==> src/rtl/instr_mem_responder.sv <==
`default_nettype none
// ============================================================================
// Module      : instr_mem_responder
// Description : Instruction memory with a valid/ready request/response
//               handshake. It holds one outstanding fetch and answers after a
//               fixed LATENCY. Alignment and range errors return a NOP. A
//               program-load port can write the storage in any FSM state.
// Ports       : clock, reset                   - clock, synchronous active-high reset
//               addressToInstructionMemory,
//               req_valid / req_ready          - fetch request channel
//               instruction, misaligned,
//               out_of_range,
//               resp_valid / resp_ready        - fetch response channel
//               load_en, load_addr, load_data  - program-load write port
// Revision    : 1.0 - initial release
// ============================================================================
module instr_mem_responder #(
    parameter int DEPTH   = 64,
    parameter int LATENCY = 2
) (
    input  logic        clock,
    input  logic        reset,
    input  logic [31:0] addressToInstructionMemory,
    input  logic        req_valid,
    output logic        req_ready,
    output logic [31:0] instruction,
    output logic        resp_valid,
    input  logic        resp_ready,
    output logic        misaligned,
    output logic        out_of_range,
    input  logic        load_en,
    input  logic [31:0] load_addr,
    input  logic [31:0] load_data
);

    localparam int         IDX_W    = $clog2(DEPTH);
    localparam logic [3:0] CNT_INIT = 4'(LATENCY - 1);

    localparam logic [1:0] S_IDLE = 2'd0;
    localparam logic [1:0] S_WAIT = 2'd1;
    localparam logic [1:0] S_RESP = 2'd2;

    logic [1:0]  r_state;
    logic [1:0]  w_next_state;
    logic [3:0]  r_cnt;
    logic [31:0] r_addr;
    logic [31:0] r_mem [DEPTH];

    logic [31:0] w_rd_addr;
    logic [IDX_W-1:0] w_rd_idx;
    logic        w_rd_misaligned;
    logic        w_rd_oor;
    logic        w_enter_resp;

    logic [IDX_W-1:0] w_ld_idx;
    logic        w_ld_ok;

    // With LATENCY==1 the FSM enters RESP on the accept edge itself. The
    // captured register is not yet loaded then, so the live request address
    // is used for the read.
    assign w_rd_addr       = (r_state == S_IDLE) ? addressToInstructionMemory : r_addr;
    assign w_rd_idx        = w_rd_addr[IDX_W+1:2];
    assign w_rd_misaligned = |w_rd_addr[1:0];
    assign w_rd_oor        = |w_rd_addr[31:IDX_W+2];
    assign w_enter_resp    = (r_state != S_RESP) && (w_next_state == S_RESP);

    assign w_ld_idx = load_addr[IDX_W+1:2];
    assign w_ld_ok  = (load_addr[1:0] == 2'b00) && !(|load_addr[31:IDX_W+2]);

    // State register
    always_ff @(posedge clock) begin
        if (reset) begin
            r_state <= S_IDLE;
        end else begin
            r_state <= w_next_state;
        end
    end

    // Next-state logic
    always_comb begin
        w_next_state = r_state;
        case (r_state)
            S_IDLE: begin
                if (req_valid) begin
                    w_next_state = (LATENCY == 1) ? S_RESP : S_WAIT;
                end
            end
            S_WAIT: begin
                if (r_cnt == 4'd0) begin
                    w_next_state = S_RESP;
                end
            end
            S_RESP: begin
                if (resp_ready) begin
                    w_next_state = S_IDLE;
                end
            end
            default: w_next_state = S_IDLE;
        endcase
    end

    // Output logic
    always_comb begin
        req_ready  = (r_state == S_IDLE);
        resp_valid = (r_state == S_RESP);
    end

    // Request capture, latency counter and registered response
    always_ff @(posedge clock) begin
        if (reset) begin
            r_cnt        <= 4'd0;
            r_addr       <= 32'd0;
            instruction  <= 32'd0;
            misaligned   <= 1'b0;
            out_of_range <= 1'b0;
        end else begin
            if (r_state == S_IDLE && req_valid) begin
                r_addr <= addressToInstructionMemory;
                r_cnt  <= CNT_INIT;
            end else if (r_state == S_WAIT && r_cnt != 4'd0) begin
                r_cnt <= r_cnt - 4'd1;
            end

            // Non-blocking read of r_mem gives read-before-write against a
            // load landing on the same edge.
            if (w_enter_resp) begin
                misaligned   <= w_rd_misaligned;
                out_of_range <= w_rd_oor;
                instruction  <= (w_rd_misaligned || w_rd_oor) ? 32'd0 : r_mem[w_rd_idx];
            end
        end
    end

    // Program storage: written by the load port, never cleared by reset
    always_ff @(posedge clock) begin
        if (!reset && load_en && w_ld_ok) begin
            r_mem[w_ld_idx] <= load_data;
        end
    end

endmodule
`default_nettype wire

==> config.mk <==
export PLATFORM = sky130hd
export DESIGN_NAME = instr_mem_responder
export DESIGN_NICKNAME = d
export VERILOG_FILES = /design/src/rtl/instr_mem_responder.sv
export SDC_FILE = /design/constraint.sdc
export NUM_CORES = 2
export LEC_CHECK = 0
export BUFFER_PORTS_ARGS = -buffer_cell sky130_fd_sc_hd__buf_2
export CAP_MARGIN = 20
export CORE_MARGIN = 2
export CORE_UTILIZATION = 45
export CTS_CLUSTER_SIZE = 8
export DETAILED_ROUTE_END_ITERATION = 16
export SLEW_MARGIN = 20
export SYNTH_ARGS = -nofsm -noshare
export SYNTH_HDL_FRONTEND = slang
export SYNTH_SLANG_ARGS = --single-unit
==> constraint.sdc <==
create_clock -name clock -period 3.15 [get_ports clock]
set_input_delay 0.315 -clock clock [delete_from_list [all_inputs] [get_ports clock]]
set_output_delay 0.315 -clock clock [all_outputs]
set_load 0.005 [all_outputs]
# ---- After elaboration in Yosys (flattened, before gate mapping)
# Memory sizes are Yosys's and may differ from the RTL's.
# Index checks and enable logic that the tools add are counted.
dict set report op_classes {
  add_sub_neg 1
  eq_ne 4
  muxes 10
  reduce_logical 18
}
# op n
set ops {}
lappend ops {{$mux W32} 2}
lappend ops {{$reduce_or A24 Y1} 2}
lappend ops {{$logic_and A1 B1 Y1} 6}
lappend ops {{$mux W2} 3}
lappend ops {{$pmux W2 S3} 1}
lappend ops {{$eq A2 B2 Y1 const B} 2}
lappend ops {{$logic_not A2 Y1} 2}
lappend ops {{$logic_not A4 Y1} 1}
lappend ops {{$mux W1} 4}
lappend ops {{$reduce_bool A4 Y1} 1}
lappend ops {{$reduce_or A2 Y1} 2}
lappend ops {{$sub A4 B1 Y4 const B} 1}
lappend ops {{$eq A2 B1 Y1 const B} 1}
lappend ops {{$logic_not A1 Y1} 2}
lappend ops {{$ne A2 B2 Y1 const B} 1}
lappend ops {{$reduce_bool A2 Y1} 1}
lappend ops {{$logic_or A1 B1 Y1} 1}
dict set report totals {
  regBits 72
  ramBits 2048
  output_inout_bits 36
  wordCells 41
  mem_count 1
}
# name depth width read_ports rd_ports_with_merged_regs wr line_no
set memory_table {}
lappend memory_table {r_mem 64 32 1 0 1 47} ;# logic [31:0] r_mem [DEPTH];

# ---- Depth between registers and ports, before layout
dict set report logic_depth {
  word_depth 6
  depth_mapped 11
}

# ---- Worst setup path before layout
# OpenSTA, ideal clock, no wires.
dict set report synth_path {
  path_type {input-to-reg}
  startpoint {input port reset}
  endpoint {memory r_mem[63][0] (enable)}
  setup_time_ns 0.421
  t_arrival_ns 2.874
  required_time_ns 2.729
  setup_slack_ns -0.145
  path_stages 6
  n_path_buf 1
  path_cell_list {clkbuf_1 > nor4b_1 > nand4_1 > nor3_1 > nand3_1 > nor2_1}
}
dict set report synth_between {
  elab_chain_len 5
}
# item line_no
set synth_lines {}
lappend synth_lines {{from (decl)} 22} ;# input logic reset,
lappend synth_lines {{$logic_not A1 Y1} 136} ;# if (!reset && load_en && w_ld_ok) begin
lappend synth_lines {{$logic_and A1 B1 Y1 (2 in a row)} 136}
lappend synth_lines {{$mux W1} 136}
lappend synth_lines {{$mux W1 (not written as such)} 137} ;# r_mem[w_ld_idx] <= load_data;
lappend synth_lines {{to (decl)} 47}
# Every way passes these cells.

# ---- Final worst setup path
dict set report layout_path {
  startpoint {register r_state[0]}
  endpoint {register instruction[21]}
}
dict set report layout_between {
  elab_chain_len 5
}
# item line_no
set layout_lines {}
lappend layout_lines {{from (decl)} 43} ;# logic [1:0] r_state;
lappend layout_lines {{from (signal assigned)} 75} ;# r_state <= w_next_state;
lappend layout_lines {{parallel branches: the longest is 5 deep, another holds $mem_v2 Z64 W32} -}
lappend layout_lines {{to (signal assigned)} 129} ;# instruction <= (w_rd_misaligned || w_rd_oor) ? 32'd0 : r_mem[w_rd_idx];
lappend layout_lines {{to (decl)} 26} ;# output logic [31:0] instruction,
# Parallel ways; which one is timed is not known.
# A chain may end at the register's enable or synchronous reset.

==> impl_metrics.py <==
metrics = {
    "detailed_routing": {
        "drt_iter0_markers": 7327,
        "vias": 55100,
        "drc": 0,
        "drt-vias-per-instance": 5.94,
        "wl_per_cell_um": 27.7,
        "drt.antenna.violating_nets": 0,
        "routed_wl_mm": 258,
        "dr.pass1.iters": 6,
    },
    "finish": {
        "drive_above_1_share_pct": 13.8,
        "nNetsFinal": 6853,
        "fin_util_pct": 54.6,
        "area_growth_pct": 20.6,
    },
    "floorplanning": {
        "start_util_pct": 45.3,
        "die_y_um": 431,
        "ios": 137,
        "core_area_mm2": 0.181,
        "die_area_mm2": 0.186,
        "die_x_um": 431,
        "std_cell_rows": 156,
    },
    "clocking": {
        "cts.sinks": 2120,
        "clk_pin_slew_worst_paths_ns": 0.05,
        "cts_buffer_depth": 4,
        "cts_root_buffer": "clkbuf_16",
        "cts_tree": "yes",
        "numCtsBuffers": 315,
        "clock_latency_ns": 0.92,
        "htree_levels": 5,
    },
    "grt": {
        "grt_max_degree": 96,
        "antenna_found_initial": 18,
        "grt_usage_pct": 27.4,
        "grt_pass1_wl_mm": 369,
        "grt-ovfl-total": 0,
        "grt_pass1_vias": 53000,
    },
    "min_path": {
        "hold_path.class": "input port to flop",
        "whs_endpoint": "r_mem[34][20]",
        "min_from": "load_data[20]",
        "min_delay_path_depth": 1,
    },
    "critical_path": {
        "path_class": "flop to flop",
        "rr_startpoint": "r_state[0]",
        "ff2ff_path_depth": 11,
        "max_stage_delay_ns": 0.74,
        "startpoint_type": "flop",
        "crit_slowest_cell": "a41oi_1",
        "crit_chain": "buf_4, o21ai_2, and2_4, buf_12, buf_12, buf_4, nand2_1, a31oi_1, nand4_1, a41oi_1, a211o_1",
        "endpoint_kind": "flop",
        "crit_arrival_ns": 3.99,
        "reg2reg_slack_ns": 0.02,
        "cp.required_ns": 4.01,
        "path_max_fanout": 23,
        "r2r_end": "instruction[21]",
    },
    "logic_synthesis": {
        "yosys-top-cells-count": "nand2_1, edfxtp_1, nand3_1",
        "synth_nets": 6311,
        "ys_types": 57,
        "synthesis.instances": 6209,
        "async_reset_ff_share_pct": 0,
        "synth_edf_count": 2048,
        "yosys.area.top_type": "edfxtp_1",
        "synth_top_family_by_area": "simple AND/OR/NAND/NOR gates",
        "synth_mux_area_share_pct": 0.110,
        "yosysMostFrequentCell": "nand2_1",
        "synth_compound_area_share_pct": 3.51,
        "synth-seq-cells": 2120,
        "synth_warnings": 0,
        "synth_top_area_share_pct": 75.1,
        "syn_area_mm2": 0.0819,
        "syn_avg_cell_area_um2": 13.2,
        "synth_adder_area_share_pct": 0.0153,
        "seq_area_frac_synth_pct": 76.8,
        "synth-simple-area-share_pct": 17.1,
        "synth-main-ff-cell": "edfxtp_1",
        "synthTopCellsByArea": "edfxtp_1, nand2_1, nand3_1",
        "synth-xor-area-share_pct": 0.0321,
    },
    "pwr": {
        "ir_drop_uv": 384,
        "p_per_area_mw_per_mm2": 675,
        "leakagePower_nw": 33.6,
    },
    "sta": {
        "worstMarginPinSlew_ns": 1.11,
        "drv_slew": 0,
        "final.period_utilization_pct": 99.4,
        "clock.fmax_mhz": 319,
        "layout_min_cycle_time_ns": 3.13,
        "hold_violations": 0,
        "fin_worst_hold_slack_ns": 0.0101,
        "fin_ws_ns": 0.0179,
        "worst_clock_skew_ns": 0.0518,
        "relSlewSlack_pct": 25.9,
        "setup_viol": 0,
        "rsz0062_at_grt": "no",
    },
    "outcome": {
        "status": "complete, no violations",
    },
    "placement": {
        "portBuffers": 136,
        "dp_hpwl_mm": 142,
        "place_ws_ns": -0.346,
        "gp_congestion": 0.828,
    },
    "job": {
        "max_cap_viol_count": 0,
    },
}
-- cells in the final DEF, fill, tap and decap left out, types with 6 or more instances in the layout --
| cell | count |
|---|---|
| a41oi_1 | 52 |
| a21oi_1 | 38 |
| nand4_1 | 252 |
| edfxtp_1 | 2048 |
| clkbuf_16 | 321 |
| nand3_1 | 768 |
| nand2_1 | 2098 |
| dlygate4sd3_1 | 90 |
| a211o_1 | 31 |
| nor4_1 | 18 |
| nor2_4 | 65 |
| diode_2 | 6 |
| inv_1 | 9 |
| and3_1 | 7 |
| a31oi_1 | 255 |
| buf_12 | 157 |
| nor2_1 | 9 |
| buf_4 | 257 |
| a41oi_2 | 8 |
| nor3_1 | 8 |
| clkbuf_1 | 145 |
| mux2i_1 | 9 |
| dfxtp_1 | 72 |
| buf_2 | 113 |
-- final cells by class --
| type | instances | area (um^2) |
|---|---|---|
| well taps | 2370 | 2970 |
| fillers | 14400 | 82100 |
| inverters | 10 | 37.5 |
| repair buffers | 617 | 6540 |
| diodes | 6 | 15.0 |
| flip-flops and latches | 2120 | 62900 |
| clock buffers | 466 | 8580 |
| multi-input cells | 3687 | 17700 |
| clock inverters | 5 | 43.8 |
-- per-stage QoR --
step / cells / power, mW / instance area [um^2] / setup TNS, ns
4_1_cts: 9254 / 66.9 / 98400 / 0
3_5_place_dp: 8708 / 37.1 / 89000 / -1.20
3_3_place_gp: 8708 / 37.1 / 89000 / -1.84
2_1_floorplan: 6209 / 34.7 / 81900 / -213.11
5_1_grt: 9280 / 68.6 / 98800 / 0
6_report: 9281 / 66.7 / 98800 / 0
-- state kept, by name, indices dropped and copies added, names as in the netlist --
| signal | flops |
|---|---|
| r_state | 2 |
| out_of_range | 1 |
| instruction | 32 |
| r_mem | 2048 |
| misaligned | 1 |
| r_addr | 32 |
| r_cnt | 4 |
-- layer usage --
layer,part of all wire [%],global-route usage [%]
met5,0.018,0
met4,3.5,10.3
met3,9.2,5.37
met2,48,44.0
met1,39,37.0
-- worst max-delay path: cells and delay by family, from the launching register on --
family	cells	cell delay, ns
AO/OA/AOI/OAI	4	1.46
buffers and inverters	4	0.75
AND/OR/NAND/NOR	3	0.55
flip-flops	1	0.32
-- worst max path at each step --
stage / from / end / slack (ns) / cells past startpoint
detailed placement: addressToInstructionMemory[2] / instruction[31] / -0.35 / 10
CTS: r_state[0] / instruction[12] / 0.03 / 10
global route: r_state[0] / instruction[28] / 0.005 / 12
finish: r_state[0] / instruction[21] / 0.02 / 11
floorplan: reset / r_mem[63][0] / -0.14 / 6
global placement: addressToInstructionMemory[2] / instruction[25] / -0.46 / 10
-- power by group --
group          total, mW  switching [mW]  internal (mW)
Sequential          31.0          0.0298           31.0
Combinational       5.79            3.99           1.79
Clock               29.9            11.4           18.5
-- kinds of logic after synthesis --
kind of cell             Yosys count
AND/OR/NAND/NOR                 3258
flip-flops                      2120
AO/OA/AOI/OAI                    415
buffers and inverters            403
multiplexers                       9
XOR/XNOR                           3
adder cells (fa/ha/maj)            1
-- repair_timing --
item	CTS	global route
setup endpoints to repair	4	9
hold buffers	69	21
pin swaps	1	0
setup buffers	5	0
endpoints found under the hold margin	176	670
gates resized for setup	4	8
cloned	1	0
(Power assumes the default switching activity.)
